### config.mk
export PLATFORM = sky130hd
export DESIGN_NAME = xspi_rd_cal
export DESIGN_NICKNAME = d
export VERILOG_FILES = /design/src/rtl/xspi_rd_cal.sv
export SDC_FILE = /design/constraint.sdc
export NUM_CORES = 1
export LEC_CHECK = 0
export CAP_MARGIN = 20
export CORE_ASPECT_RATIO = 1.25
export CORE_MARGIN = 2
export CORE_UTILIZATION = 55
export CTS_CLUSTER_DIAMETER = 150
export CTS_CLUSTER_SIZE = 40
export DETAILED_ROUTE_END_ITERATION = 7
export GPL_TIMING_DRIVEN = 0
export PLACE_DENSITY_LB_ADDON = 0.2
export SYNTH_ARGS = -nofsm -noshare
export SYNTH_HDL_FRONTEND = slang
export SYNTH_SLANG_ARGS = --single-unit
### constraint.sdc
create_clock -name mem_clk -period 2.2 [get_ports mem_clk]
set_clock_uncertainty 0.1 [all_clocks]
set_input_delay 0.44 -clock mem_clk [delete_from_list [all_inputs] [get_ports mem_clk]]
set_output_delay 0.44 -clock mem_clk [all_outputs]
set_load 0.005 [all_outputs]
### src/rtl/xspi_rd_cal.sv
`default_nettype none
// ============================================================================
// Module   : xspi_rd_cal
// Purpose  : xSPI read-capture calibration. Sweeps a common delay tap,
//            issues a DLP read at each tap, tracks per-lane passing windows
//            and reports the centre of the widest window for each lane.
// Revision : 1.0 - initial release
// ============================================================================
module xspi_rd_cal #(
  parameter int         DQ_WIDTH       = 8,
  parameter int         TAP_WIDTH      = 5,
  parameter int         TAP_MAX        = 31,
  parameter logic [7:0] DLP_PATTERN    = 8'h34,
  parameter int         DLP_REPEAT     = 2,
  parameter int         SETTLE_CYCLES  = 4,
  parameter int         TIMEOUT_CYCLES = 255,
  parameter int         MIN_WINDOW     = 3,
  parameter int         DEFAULT_TAP    = 0
) (
  input  logic                          mem_clk,
  input  logic                          mem_rst_n,
  input  logic                          cal_start_i,
  input  logic                          cal_abort_i,
  output logic                          rd_req_o,
  input  logic                          rd_ack_i,
  input  logic                          samp_valid_i,
  input  logic [DQ_WIDTH-1:0]           samp_dq_i,
  output logic [TAP_WIDTH-1:0]          sweep_tap_o,
  output logic                          cal_busy_o,
  output logic                          cal_done_o,
  output logic [DQ_WIDTH*TAP_WIDTH-1:0] lane_tap_o,
  output logic [DQ_WIDTH-1:0]           lane_fail_o,
  output logic                          timeout_o
);

  localparam int SAMPLES = 8 * DLP_REPEAT;
  localparam int SCW     = $clog2(SAMPLES);
  localparam int STW     = (SETTLE_CYCLES > 1) ? $clog2(SETTLE_CYCLES) : 1;
  localparam int TOW     = $clog2(TIMEOUT_CYCLES + 1);

  localparam logic [SCW-1:0]       SAMP_LAST   = SCW'(SAMPLES - 1);
  localparam logic [STW-1:0]       SETTLE_LAST = STW'(SETTLE_CYCLES - 1);
  localparam logic [TOW-1:0]       TO_LAST     = TOW'(TIMEOUT_CYCLES - 1);
  localparam logic [TAP_WIDTH-1:0] TAP_LAST    = TAP_WIDTH'(TAP_MAX);
  localparam logic [TAP_WIDTH-1:0] DEF_TAP     = TAP_WIDTH'(DEFAULT_TAP);
  localparam logic [TAP_WIDTH:0]   MIN_LEN     = (TAP_WIDTH + 1)'(MIN_WINDOW);

  typedef enum logic [2:0] {
    S_IDLE    = 3'd0,
    S_SETTLE  = 3'd1,
    S_REQ     = 3'd2,
    S_CAPTURE = 3'd3,
    S_EVAL    = 3'd4,
    S_DONE    = 3'd5
  } state_t;

  state_t                 state;
  logic [TAP_WIDTH-1:0]   tap;
  logic [STW-1:0]         settle_cnt;
  logic [SCW-1:0]         samp_cnt;
  logic [TOW-1:0]         to_cnt;
  logic [DQ_WIDTH-1:0]    lane_err;
  logic                   rd_req;
  logic                   busy;
  logic                   done;
  logic                   timeout;
  logic [DQ_WIDTH-1:0]    lane_fail;
  logic [DQ_WIDTH*TAP_WIDTH-1:0] lane_tap;

  // Per-lane run trackers; lengths are one bit wider so a full sweep fits.
  logic [TAP_WIDTH-1:0]   cur_start  [DQ_WIDTH];
  logic [TAP_WIDTH:0]     cur_len    [DQ_WIDTH];
  logic [TAP_WIDTH-1:0]   best_start [DQ_WIDTH];
  logic [TAP_WIDTH:0]     best_len   [DQ_WIDTH];

  logic [TAP_WIDTH-1:0]   nxt_start  [DQ_WIDTH];
  logic [TAP_WIDTH:0]     nxt_len    [DQ_WIDTH];
  logic [TAP_WIDTH:0]     centre_sum [DQ_WIDTH];
  logic [DQ_WIDTH-1:0]    take_best;
  logic [DQ_WIDTH-1:0]    lane_good;
  logic                   exp_bit;

  // Pattern is compared MSB first, repeating every 8 samples.
  assign exp_bit = DLP_PATTERN[3'd7 - samp_cnt[2:0]];

  assign rd_req_o    = rd_req;
  assign sweep_tap_o = tap;
  assign cal_busy_o  = busy;
  assign cal_done_o  = done;
  assign lane_tap_o  = lane_tap;
  assign lane_fail_o = lane_fail;
  assign timeout_o   = timeout;

  // Next run per lane for this tap, best-window update and window centre.
  always_comb begin
    take_best = '0;
    lane_good = '0;
    for (int k = 0; k < DQ_WIDTH; k++) begin
      nxt_start[k] = cur_start[k];
      nxt_len[k]   = '0;
      if (!lane_err[k]) begin
        nxt_start[k] = (cur_len[k] == '0) ? tap : cur_start[k];
        nxt_len[k]   = cur_len[k] + 1'b1;
      end
      take_best[k]  = nxt_len[k] > best_len[k];
      centre_sum[k] = {1'b0, best_start[k]} + ((best_len[k] - 1'b1) >> 1);
      lane_good[k]  = best_len[k] >= MIN_LEN;
    end
  end

  // Calibration sequencer with registered outputs.
  always_ff @(posedge mem_clk or negedge mem_rst_n) begin
    if (!mem_rst_n) begin
      state      <= S_IDLE;
      tap        <= '0;
      settle_cnt <= '0;
      samp_cnt   <= '0;
      to_cnt     <= '0;
      lane_err   <= '0;
      rd_req     <= 1'b0;
      busy       <= 1'b0;
      done       <= 1'b0;
      timeout    <= 1'b0;
      lane_fail  <= '0;
      for (int k = 0; k < DQ_WIDTH; k++) begin
        cur_start[k]  <= '0;
        cur_len[k]    <= '0;
        best_start[k] <= '0;
        best_len[k]   <= '0;
        lane_tap[k*TAP_WIDTH +: TAP_WIDTH] <= DEF_TAP;
      end
    end else begin
      done <= 1'b0;
      if (cal_abort_i && (state != S_IDLE)) begin
        // Abort leaves previous results untouched and issues no done pulse.
        state  <= S_IDLE;
        rd_req <= 1'b0;
        busy   <= 1'b0;
      end else begin
        case (state)
          S_IDLE: begin
            if (cal_start_i && !cal_abort_i) begin
              tap        <= '0;
              settle_cnt <= '0;
              timeout    <= 1'b0;
              busy       <= 1'b1;
              for (int k = 0; k < DQ_WIDTH; k++) begin
                cur_start[k]  <= '0;
                cur_len[k]    <= '0;
                best_start[k] <= '0;
                best_len[k]   <= '0;
              end
              state <= S_SETTLE;
            end
          end
          S_SETTLE: begin
            if (settle_cnt == SETTLE_LAST) begin
              settle_cnt <= '0;
              rd_req     <= 1'b1;
              state      <= S_REQ;
            end else begin
              settle_cnt <= settle_cnt + 1'b1;
            end
          end
          S_REQ: begin
            if (rd_ack_i) begin
              rd_req   <= 1'b0;
              samp_cnt <= '0;
              to_cnt   <= '0;
              lane_err <= '0;
              state    <= S_CAPTURE;
            end
          end
          S_CAPTURE: begin
            if (samp_valid_i) begin
              lane_err <= lane_err | (samp_dq_i ^ {DQ_WIDTH{exp_bit}});
              samp_cnt <= samp_cnt + 1'b1;
            end
            if (samp_valid_i && (samp_cnt == SAMP_LAST)) begin
              state <= S_EVAL;
            end else if (to_cnt == TO_LAST) begin
              // A stalled burst makes the whole tap fail on every lane.
              lane_err <= '1;
              timeout  <= 1'b1;
              state    <= S_EVAL;
            end else begin
              to_cnt <= to_cnt + 1'b1;
            end
          end
          S_EVAL: begin
            for (int k = 0; k < DQ_WIDTH; k++) begin
              cur_start[k] <= nxt_start[k];
              cur_len[k]   <= nxt_len[k];
              if (take_best[k]) begin
                best_start[k] <= nxt_start[k];
                best_len[k]   <= nxt_len[k];
              end
            end
            if (tap == TAP_LAST) begin
              state <= S_DONE;
            end else begin
              tap   <= tap + 1'b1;
              state <= S_SETTLE;
            end
          end
          S_DONE: begin
            for (int k = 0; k < DQ_WIDTH; k++) begin
              lane_tap[k*TAP_WIDTH +: TAP_WIDTH] <=
                lane_good[k] ? centre_sum[k][TAP_WIDTH-1:0] : DEF_TAP;
              lane_fail[k] <= !lane_good[k];
            end
            done  <= 1'b1;
            busy  <= 1'b0;
            state <= S_IDLE;
          end
          default: state <= S_IDLE;
        endcase
      end
    end
  end

endmodule
`default_nettype wire

After elaboration in Yosys (flattened, before gate mapping)
Memories as Yosys holds them, arrays and structs flattened.
Index checks and enable logic that the tools add are counted.
{"block": "word_totals", "register_bits": 258, "romBits": 8, "wordCells": 262, "inputBits": 14, "output_inout_bits": 57, "n_memories": 1}
{"block": "op_classes", "magnitude_cmp": 17, "addsub": 29, "n_eq_ne": 28, "bitwise": 3, "n_reduce_logical": 47, "mux": 93}
{"memory": "(name not given)", "depth": 8, "word_bits": 1, "read_ports": 1, "rd_clocked_by_memory_dff": 0, "wr": 0, "line": "84", "text": "assign exp_bit = DLP_PATTERN[3'd7 - samp_cnt[2:0]];"}
{"operator": "one-hot mux 48 bit (2 select lines)", "n": 2}
{"operator": "two-way mux 5 bit", "n": 34}
{"operator": "one-hot mux 40 bit (2 select lines)", "n": 2}
{"operator": "two-way mux 6 bit", "n": 16}
{"operator": "adder 6 x 1 -> 6 bit (second input constant)", "n": 8}
{"operator": "greater-or-equal comparator 6 x 2 -> 1 bit (second input constant)", "n": 8}
{"operator": "> comparator 6 bit", "n": 8}
{"operator": "logical NOT 6 bit", "n": 8}
{"operator": "two-way mux 48 bit", "n": 1}
{"operator": "two-way mux 8 bit", "n": 6}
{"operator": "subtractor 6 x 1 -> 6 bit (second input constant)", "n": 8}
{"operator": "AND reduction 4 bit", "n": 11}
{"operator": "adder 5 bit", "n": 8}
{"operator": "two-way mux 40 bit", "n": 1}
{"operator": "one-hot mux 8 bit (2 select lines)", "n": 2}
{"operator": "!= test 2 bit (second input constant)", "n": 15}
{"operator": "two-way mux 3 bit", "n": 7}
{"operator": "one-hot mux 3 bit (5 select lines)", "n": 1}
{"operator": "AND reduction 3 bit", "n": 4}
{"operator": "two-way mux 1 bit", "n": 11}
{"operator": "one-hot mux 5 bit (2 select lines)", "n": 1}
{"operator": "AND reduction 5 bit", "n": 2}
{"operator": "logical NOT 1 bit", "n": 9}
{"operator": "!= test 3 bit (second input constant)", "n": 3}
{"operator": "27 further kinds", "n": 41}

Longest topological paths before layout
Gate-level depths: netlist of run 1.
{"block": "logic_depth", "depth_word": 9, "mapped_depth": 11, "mapped_depth_nobuf": 10}

Least setup slack after synthesis of run 1
No wires, ideal clock.
{"block": "synth_timing", "path_type": "flip-flop to flip-flop", "from": "register cur_len[8] (netlist bit)", "to": "register best_len[10] (netlist bit)", "setup_ns": 0.125, "setup_slack_ns": -0.209, "synth_period_minus_slack_ns": 2.409, "t_required_ns": 1.975, "path_stages_with_launch": 12, "t_arrival_ns": 2.184, "n_path_buf": 1, "path_cell_list": "dfrtp_1 -> and3_1 -> nand3_1 -> xor2_1 -> nor2_1 -> ha_1 -> nand4_1 -> nor2_1 -> o21ai_0 -> o21ai_1 -> buf_2 -> mux2_2"}
{"block": "synth_via", "elab_chain_cells": 5, "elab_cells_between_ends": 7, "cone_classes": "add/sub: 1; order compare: 1; eq/ne: 1; mux: 3; reduce/logical: 1"}
{"element": "start, declared", "line": "72", "text": "logic [TAP_WIDTH:0] cur_len [DQ_WIDTH];"}
{"element": "start signal, assigned by index", "line": "193", "text": "cur_len[k] <= nxt_len[k];"}
{"element": "adder 6 x 1 -> 6 bit (*)", "line": "103", "text": "nxt_len[k] = cur_len[k] + 1'b1;"}
{"element": "two-way mux 6 bit (*)", "line": "101", "text": "if (!lane_err[k]) begin"}
{"element": "> comparator 6 bit", "line": "105", "text": "take_best[k] = nxt_len[k] > best_len[k];"}
{"element": "!= test 2 bit (no source line)"}
{"element": "AND reduction 4 bit (no source line)"}
{"element": "end signal, assigned by index", "line": "196", "text": "best_len[k] <= nxt_len[k];"}
{"element": "end, declared", "line": "74", "text": "logic [TAP_WIDTH:0] best_len [DQ_WIDTH];"}
Mark *: on every way between the ends. The rest lies on a longest branch, timed or not. The select of a mux whose other input is x is not followed.
A chain may end at the register's enable or synchronous reset.

Final worst setup path of run 1
{"block": "layout_timing", "from": "register cur_len[18] (netlist bit)", "to": "register best_len[22] (netlist bit)"}
Same word-level chain as after synthesis.

==> load_flow_metrics.sql, run 1 <==
INSERT INTO impl_metrics (metric_group, metric, value, unit) VALUES
('clock_tree', 'cts_inserted_buffers', '10', ''),
('outcome', 'violations', 'negative setup slack', ''),
('critical_path', 'setup.worst_path.end_class', 'flip-flop', ''),
('timing', 'final_period_minus_worst_setup_slack', '2.54', 'ns'),
('timing', 'rsz0062_at_grt', 'true', ''),
('timing', 'fmaxAchievable', '394', 'MHz'),
('critical_path', 'critical_path_buf_inv_count', '1', ''),
('critical_path', 'worst-endpoint-required', '2.50', 'ns'),
('die', 'floorplan.die_area', '28500', 'um^2'),
('synth', 'sequential_fraction_of_the_synthesis_area', '0.432', ''),
('synth', 'synth.lib_cells_used.distinct', '51', ''),
('global_routing', 'initial_antenna_violation_count', '0', ''),
('clock_tree', 'max-clock-path-buffers', '3', ''),
('final_layout', 'postLayoutCoreUtil', '0.693', ''),
('routing', 'drtIter0Drc', '775', ''),
('routing', 'final_antenna_net_count', '0', ''),
('critical_path', 'worst_setup_path_start_kind', 'flip-flop', ''),
('die', 'floorplan.core_area', '26700', 'um^2'),
('placed_design', 'place.detailed.instances', '1867', ''),
('critical_path', 'worstPathArrival', '2.84', 'ns'),
('global_routing', 'grt_pass1_vias', '11800', ''),
('synth', 'synthMostInstantiatedCell', 'dfrtp_1', ''),
('synth', 'synth_seq_cells', '258', ''),
('timing', 'worst_setup_slack_final', '-0.336', 'ns'),
('global_routing', 'globalRouteTotalUtil', '0.281', ''),
('placed_design', 'place.gp.congestion', '0.905', ''),
('die', 'initial_core_util', '0.558', ''),
('timing', 'worstMarginPinSlew', '0.877', 'ns'),
('global_routing', 'global_route.overflow_total', '0', ''),
('synth', 'synth_fp_nets', '1591', ''),
('synth', 'post-synth-top-area-cell', 'dfrtp_1', ''),
('synth', 'syn-cell-area', '14900', 'um^2'),
('routing', 'routedWlPerCell', '20.7', 'um'),
('critical_path', 'cpLargestDelayFamily', 'adder cells', ''),
('routing', 'post_drt_via_cell_ratio', '6.00', ''),
('critical_path', 'worst-setup-path-type', 'reg2reg', ''),
('timing', 'setup_total_negative_slack', '-22.63', 'ns'),
('global_routing', 'grt_max_degree', '124', ''),
('die', 'io_pins', '71', ''),
('critical_path', 'critical_path_s_slowest_cell', 'dfrtp_2', ''),
('critical_path', 'critical_path_depth', '11', ''),
('global_routing', 'grt_pass1_wl', '62600', 'um'),
('routing', 'routed_wl', '40700', 'um'),
('synth', 'synthTopCellsByArea', 'dfrtp_1 43%, ha_1 10%, mux2_2 8.1%, a22o_1 4.9%, xnor2_1 3.9%', ''),
('timing', 'setup-violations-final', '88', ''),
('clock_tree', 'cts_root_buffer_type', 'clkbuf_16', ''),
('critical_path', 'worst_path_most_repeated_cell', 'nor2_1', ''),
('synth', 'synth.top_cell.area_share', '0.432', ''),
('synth', 'yosysWarnings', '0', ''),
('critical_path', 'worst_path_largest_cell_delay', '0.47', 'ns'),
('outcome', 'outcome', 'finished with violations', ''),
('clock_tree', 'htree_num_levels', '1', ''),
('synth', 'synth.avg_cell_area', '10.3', 'um^2'),
('job', 'cap_viol_max_count', '0', ''),
('routing', 'dr.pass1.iters', '5', ''),
('final_layout', 'multi_input_comb_area', '9050', 'um^2'),
('pwr', 'irDropWorstVdd', '0.455', 'mV'),
('pwr', 'p_leak', '8.59', 'nW'),
('critical_path', 'cp_max_fo', '5', ''),
('pwr', 'power_density', '472', 'nW/um^2'),
('final_layout', 'seq_area', '6490', 'um^2'),
('final_layout', 'final_cells', '1971', ''),
('timing', 'report.final.hold_viol_count', '0', ''),
('clock_tree', 'cts_tree', 'built', ''),
('final_layout', 'nFillCells', '1966', ''),
('placed_design', 'half_perimeter_wire_length_after_placement', '26300', 'um'),
('critical_path', 'worst-r2r-cell-count', '11', ''),
('min_path', 'timing.hold.worst.class', 'in2async', ''),
('timing', 'slew_viol_final', '0', ''),
('clock_tree', 'clock_latency_late_sink', '0.52', 'ns'),
('synth', 'synthesis.instances', '1450', '');
kinds of logic after synthesis:
group                      Yosys count  share of synthesized area
xor gates and xnor gates           106                     0.0622
buffers and inverters              148                     0.0402
AOI/OAI and AO/OA                  260                      0.116
adders and majority gates          127                      0.110
muxes                              155                      0.114
and+or+nand+nor                    396                      0.125
DFF                                258                      0.432
worst paths after layout:
kind / startpoint / to / slack [ns]
min in group mem_clk: lane_fail_o[7]$_DFFE_PN0P_ / lane_fail_o[7]$_DFFE_PN0P_ / 0.41
worst max register to register: cur_len[18]$_DFFE_PN0P_ / best_len[22]$_DFFE_PN0P_ / -0.34
worst min register to register: lane_fail_o[7]$_DFFE_PN0P_ / lane_fail_o[7]$_DFFE_PN0P_ / 0.41
worst min-delay path: mem_rst_n / lane_fail_o[6]$_DFFE_PN0P_ / 0.32
worst max-delay path: cur_len[18]$_DFFE_PN0P_ / best_len[22]$_DFFE_PN0P_ / -0.34
max in group asynchronous: mem_rst_n / cur_len[32]$_DFFE_PN0P_ / 0.67
through the flow:
stage          cell area [um^2]  total power [mW]  hold slack, ns  worst slack [ns]
5_1_grt                   18500              9.04           0.356            -0.470
3_5_place_dp              16600              6.12           0.304             -1.68
3_3_place_gp              16500              6.09           0.374            -10.44
4_1_cts                   17800              8.73           0.332            -0.245
2_1_floorplan             15400              5.70          0.0444            -0.129
6_report                  18500              8.74           0.325            -0.336
power breakdown:
| group | switching, mW | internal (mW) | total, mW |
|---|---|---|---|
| clock | 1.52 | 0.935 | 2.46 |
| sequential | 0.0445 | 4.79 | 4.84 |
| combinational | 0.866 | 0.583 | 1.45 |
| total | 2.43 | 6.31 | 8.74 |
layout by cell type, fill, tap and decap left out, types with 20 or more instances in the layout:
| cell type | instances |
|---|---|
| a21oi_1 | 48 |
| a21oi_2 | 20 |
| a22o_1 | 83 |
| buf_4 | 91 |
| buf_6 | 21 |
| clkdlybuf4s50_1 | 68 |
| dfrtp_1 | 232 |
| dfrtp_2 | 26 |
| ha_1 | 94 |
| ha_4 | 20 |
| inv_1 | 68 |
| mux2_2 | 25 |
| mux2_4 | 88 |
| mux2i_1 | 41 |
| nand2_1 | 83 |
| nand3_1 | 21 |
| nor2_1 | 134 |
| nor3_1 | 43 |
| o21ai_0 | 32 |
| o21ai_1 | 22 |
| xnor2_1 | 61 |
| xor2_1 | 25 |
sequential cells by signal, indices dropped and copies added, names as in the netlist:
name	cells
best_len	48
best_start	40
cal_busy_o	1
cal_done_o	1
cur_len	48
cur_start	40
lane_err	8
lane_fail_o	8
lane_tap_o	40
rd_req_o	1
samp_cnt	4
settle_cnt	2
state	3
sweep_tap_o	5
timeout_o	1
to_cnt	8
routing by layer:
metal  track usage  part of all wire  wire length (um)  vias to the layer above
li1              -                 -                 -                     5426
met1         0.374              0.42             17000                     5910
met2         0.475              0.49             20000                      381
met3        0.0276             0.051              2090                      100
met4         0.101             0.041              1670                        0
met5             0                 0                 0                        -
layout make-up:
type,instances,share of cell area
clock inverters,1,0.00162
repair buffers,168,0.0822
plain buffers,57,0.0211
inverters,87,0.0180
well taps,345,0.0233
clock buffers,11,0.0149
flip-flops and latches,258,0.350
multi-input cells,1044,0.489
worst register-to-register path, stage by stage, from the launching register on:
cell and delay [ns]:
dfrtp_2 0.47, ha_4 0.18, nand3_4 0.07, xor2_2 0.16, nor2_1 0.06, ha_1 0.34
nand4_1 0.16, nor2_1 0.16, o21ai_1 0.12, o21ai_2 0.13, buf_6 0.17, mux2_4 0.30
repair_timing:
action / in CTS / in global routing
setup buffers: 66 / 28
cloned: 9 / 0
hold endpoints to repair: 55 / 0
gates resized for setup: 127 / 151
setup endpoints to repair: 234 / 181
hold buffers: 1 / 0
pin swaps: 37 / 75
(Power assumes the default switching activity.)
==> inputs of run 2 (changes only) <==
--- a/config.mk
+++ b/config.mk
@@ -6,9 +6,11 @@
 export NUM_CORES = 1
 export LEC_CHECK = 0
 export CAP_MARGIN = 20
+export CELL_PAD_IN_SITES_DETAIL_PLACEMENT = 0
+export CELL_PAD_IN_SITES_GLOBAL_PLACEMENT = 1
 export CORE_ASPECT_RATIO = 1.25
 export CORE_MARGIN = 2
-export CORE_UTILIZATION = 55
+export CORE_UTILIZATION = 44
 export CTS_CLUSTER_DIAMETER = 150
 export CTS_CLUSTER_SIZE = 40
 export DETAILED_ROUTE_END_ITERATION = 7
==> run 2 against run 1 <==
The run still ends with negative setup slack left. Combinational power is essentially flat. Via count shrank 2.8%. Critical endpoint is now best_start[6]$_DFFE_PN0P_. Largest cell class unchanged. Final cell count grew 5.2%. Clock power grew 2%. Routed wire length grew 2.5%. Setup slack gained 0.089 ns. Hold slack gained 0.029 ns. Total power grew 0.51%. Sequential power is essentially flat.
==> load_flow_metrics.sql, run 2 (synthesized netlist as in run 1, its figures left out) <==
INSERT INTO impl_metrics (metric_group, metric, value, unit) VALUES
('outcome', 'outcome', 'finished with violations', ''),
('outcome', 'violations', 'negative setup slack', ''),
('global_routing', 'grt_pass1_wl', '64900', 'um'),
('timing', 'fmaxAchievable', '409', 'MHz'),
('placed_design', 'placement.io_buffers', '69', ''),
('timing', 'worstMarginPinSlew', '0.800', 'ns'),
('placed_design', 'pre_cts_ws', '-1.59', 'ns'),
('timing', 'final_period_minus_worst_setup_slack', '2.45', 'ns'),
('placed_design', 'place.gp.congestion', '0.834', ''),
('critical_path', 'r2r_start', 'cur_len[6]$_DFFE_PN0P_', ''),
('routing', 'routedWlPerCell', '20.1', 'um'),
('pwr', 'seqPwrFrac', '0.551', ''),
('timing', 'rsz0062_at_grt', 'true', ''),
('pwr', 'p_leak', '8.72', 'nW'),
('clock_tree', 'clock_sink_count', '258', ''),
('placed_design', 'half_perimeter_wire_length_after_placement', '28000', 'um'),
('clock_tree', 'cts_root_buffer_type', 'clkbuf_16', ''),
('critical_path', 'cp_max_fo', '5', ''),
('pwr', 'p_switching', '2.49', 'mW'),
('critical_path', 'worst-r2r-cell-count', '10', ''),
('timing', 'setup-violations-final', '88', ''),
('global_routing', 'globalRouteTotalUtil', '0.234', ''),
('timing', 'worst_setup_slack_final', '-0.248', 'ns'),
('routing', 'drtIter0Drc', '663', ''),
('global_routing', 'global_route.overflow_total', '0', ''),
('final_layout', 'nFillCells', '2874', ''),
('die', 'die_height', '210', 'um'),
('clock_tree', 'max-clock-path-buffers', '3', ''),
('routing', 'drc_viols', '0', ''),
('pwr', 'irDropWorstVdd', '0.554', 'mV'),
('final_layout', 'finish.net_count', '1792', ''),
('final_layout', 'antenna_cells_inserted', '0', ''),
('pwr', 'intPower', '6.30', 'mW'),
('pwr', 'swShare', '0.283', ''),
('critical_path', 'worst-endpoint-required', '2.50', 'ns'),
('timing', 'timing.max_slew.rel_slack', '0.467', ''),
('final_layout', 'highest_count_cells_in_the_layout_ignoring_fill_and_taps', '227 x dfrtp_1, 132 x nor2_1, 103 x buf_4, 91 x ha_1, 87 x mux2_4', ''),
('die', 'die_width', '169', 'um'),
('final_layout', 'flow.area_growth_from_synthesis', '27.0', '%'),
('critical_path', 'worst_setup_path_start_kind', 'flip-flop', ''),
('global_routing', 'grt_pass1_vias', '11900', ''),
('clock_tree', 'htree_num_levels', '1', ''),
('pwr', 'power_density', '463', 'nW/um^2'),
('critical_path', 'reg2reg_to', 'best_start[6]$_DFFE_PN0P_', ''),
('critical_path', 'worstPathArrival', '2.75', 'ns'),
('clock_tree', 'cts_inserted_buffers', '10', ''),
('die', 'io_pins', '71', ''),
('routing', 'routed_wl', '41800', 'um'),
('die', 'floorplan.core_area', '33500', 'um^2'),
('routing', 'post_drt_via_cell_ratio', '5.54', ''),
('min_path', 'timing.hold.worst.class', 'in2async', ''),
('critical_path', 'worst-setup-path-type', 'reg2reg', ''),
('timing', 'report.final.hold_viol_count', '0', ''),
('routing', 'dr.pass1.iters', '5', ''),
('die', 'num_rows', '75', ''),
('final_layout', 'layout_commonest_cell', 'dfrtp_1', ''),
('clock_tree', 'cts_tree', 'built', ''),
('critical_path', 'setup.worst_path.end_class', 'flip-flop', ''),
('die', 'initial_core_util', '0.446', ''),
('global_routing', 'grt_max_degree', '120', ''),
('pwr', 'clock_power_share', '0.285', ''),
('clock_tree', 'clock_latency_late_sink', '0.51', 'ns'),
('clock_tree', 'clk_pin_slew', '0.15', 'ns'),
('routing', 'final_antenna_net_count', '0', ''),
('critical_path', 'regToRegSetupSlack', '-0.25', 'ns'),
('timing', 'layout_worst_path_cycle_share', '1.11', ''),
('routing', 'routed-via-count', '11500', ''),
('job', 'cap_viol_max_count', '0', ''),
('timing', 'slew_viol_final', '0', ''),
('global_routing', 'initial_antenna_violation_count', '0', ''),
('pwr', 'power.share.combinational', '0.165', ''),
('die', 'floorplan.die_area', '35400', 'um^2'),
('final_layout', 'postLayoutCoreUtil', '0.566', ''),
('final_layout', 'biggestRegsByFlops', 'best_len x48, cur_len x48', ''),
('final_layout', 'drive_above_1_share', '0.310', '');
-- run 2: cell count changes in the layout (fill, tap and decap cells not counted), moves of 6 or more --
| cell | change |
|---|---|
| buf_6 | +16 |
| buf_4 | +12 |
| clkbuf_1 | -7 |
| a21oi_1 | -6 |
| a21oi_2 | +6 |
| clkbuf_2 | +6 |
-- run 2: area by class of cell --
class	instances	area (um^2)	share of cell area
clock buffers	11	275	0.0145
multi-input cells	1044	9140	0.482
inverters	87	332	0.0175
clock inverters	1	30.0	0.00158
plain buffers	57	392	0.0207
well taps	423	529	0.0279
repair buffers	193	1770	0.0934
flip-flops and latches	258	6490	0.343
-- run 2: power groups by stage --
stage / Clock (mW) / Combinational [mW] / Sequential, mW
floorplan: 0 / 0.777 / 4.92
global placement: 0 / 1.20 / 4.93
finish: 2.50 / 1.45 / 4.84
global route: 2.72 / 1.55 / 4.85
CTS: 2.56 / 1.42 / 4.84
detailed placement: 0 / 1.23 / 4.93
-- run 2: worst max-delay path by stage --
stage	depth (start not counted)	endpoint	start
2_1_floorplan	10	best_len[10]$_DFFE_PN0P_	cur_len[8]$_DFFE_PN0P_
3_3_place_gp	1	best_len[39]$_DFFE_PN0P_	mem_rst_n
3_5_place_dp	7	cur_start[34]$_DFFE_PN0P_	cal_start_i
4_1_cts	11	best_len[1]$_DFFE_PN0P_	cur_len[1]$_DFFE_PN0P_
5_1_grt	10	best_len[1]$_DFFE_PN0P_	cur_len[0]$_DFFE_PN0P_
6_report	10	best_start[6]$_DFFE_PN0P_	cur_len[6]$_DFFE_PN0P_
-- run 2: per-layer routing --
metal	part of all wire	vias up	track usage
li1	-	5469	-
met2	0.49	213	0.414
met5	0	-	0
met3	0.030	68	0.0227
met1	0.44	5733	0.302
met4	0.032	0	0.0773
-- run 2: what timing repair did --
action | in CTS | in global routing
gates cloned | 9 | 0
setup buffers | 83 | 30
pin swaps | 59 | 80
resized for setup | 162 | 162
setup endpoints to repair | 235 | 206
hold buffers | 1 | 0
endpoints found under the hold margin | 61 | 0
-- run 2: metrics by stage --
stage | instances | instance area, um^2 | hold slack, ns | TNS, ns | total power, mW
2_1_floorplan | 1450 | 15400 | 0.0444 | -5.04 | 5.70
3_3_place_gp | 1942 | 16600 | 0.373 | -3062.78 | 6.13
3_5_place_dp | 1947 | 16700 | 0.319 | -218.65 | 6.15
4_1_cts | 2050 | 18200 | 0.380 | -15.15 | 8.82
5_1_grt | 2074 | 19000 | 0.395 | -25.92 | 9.12
6_report | 2074 | 19000 | 0.354 | -15.98 | 8.79
-- run 2: worst max-delay path: stages (launching register included) --
cell	delay, ns
dfrtp_1	0.44
and3_4	0.23
nand3_4	0.08
xor2_2	0.17
nor2_2	0.19
ha_4	0.24
nand4_1	0.14
o21ai_2	0.07
o21ai_2	0.22
buf_6	0.18
mux2_4	0.30
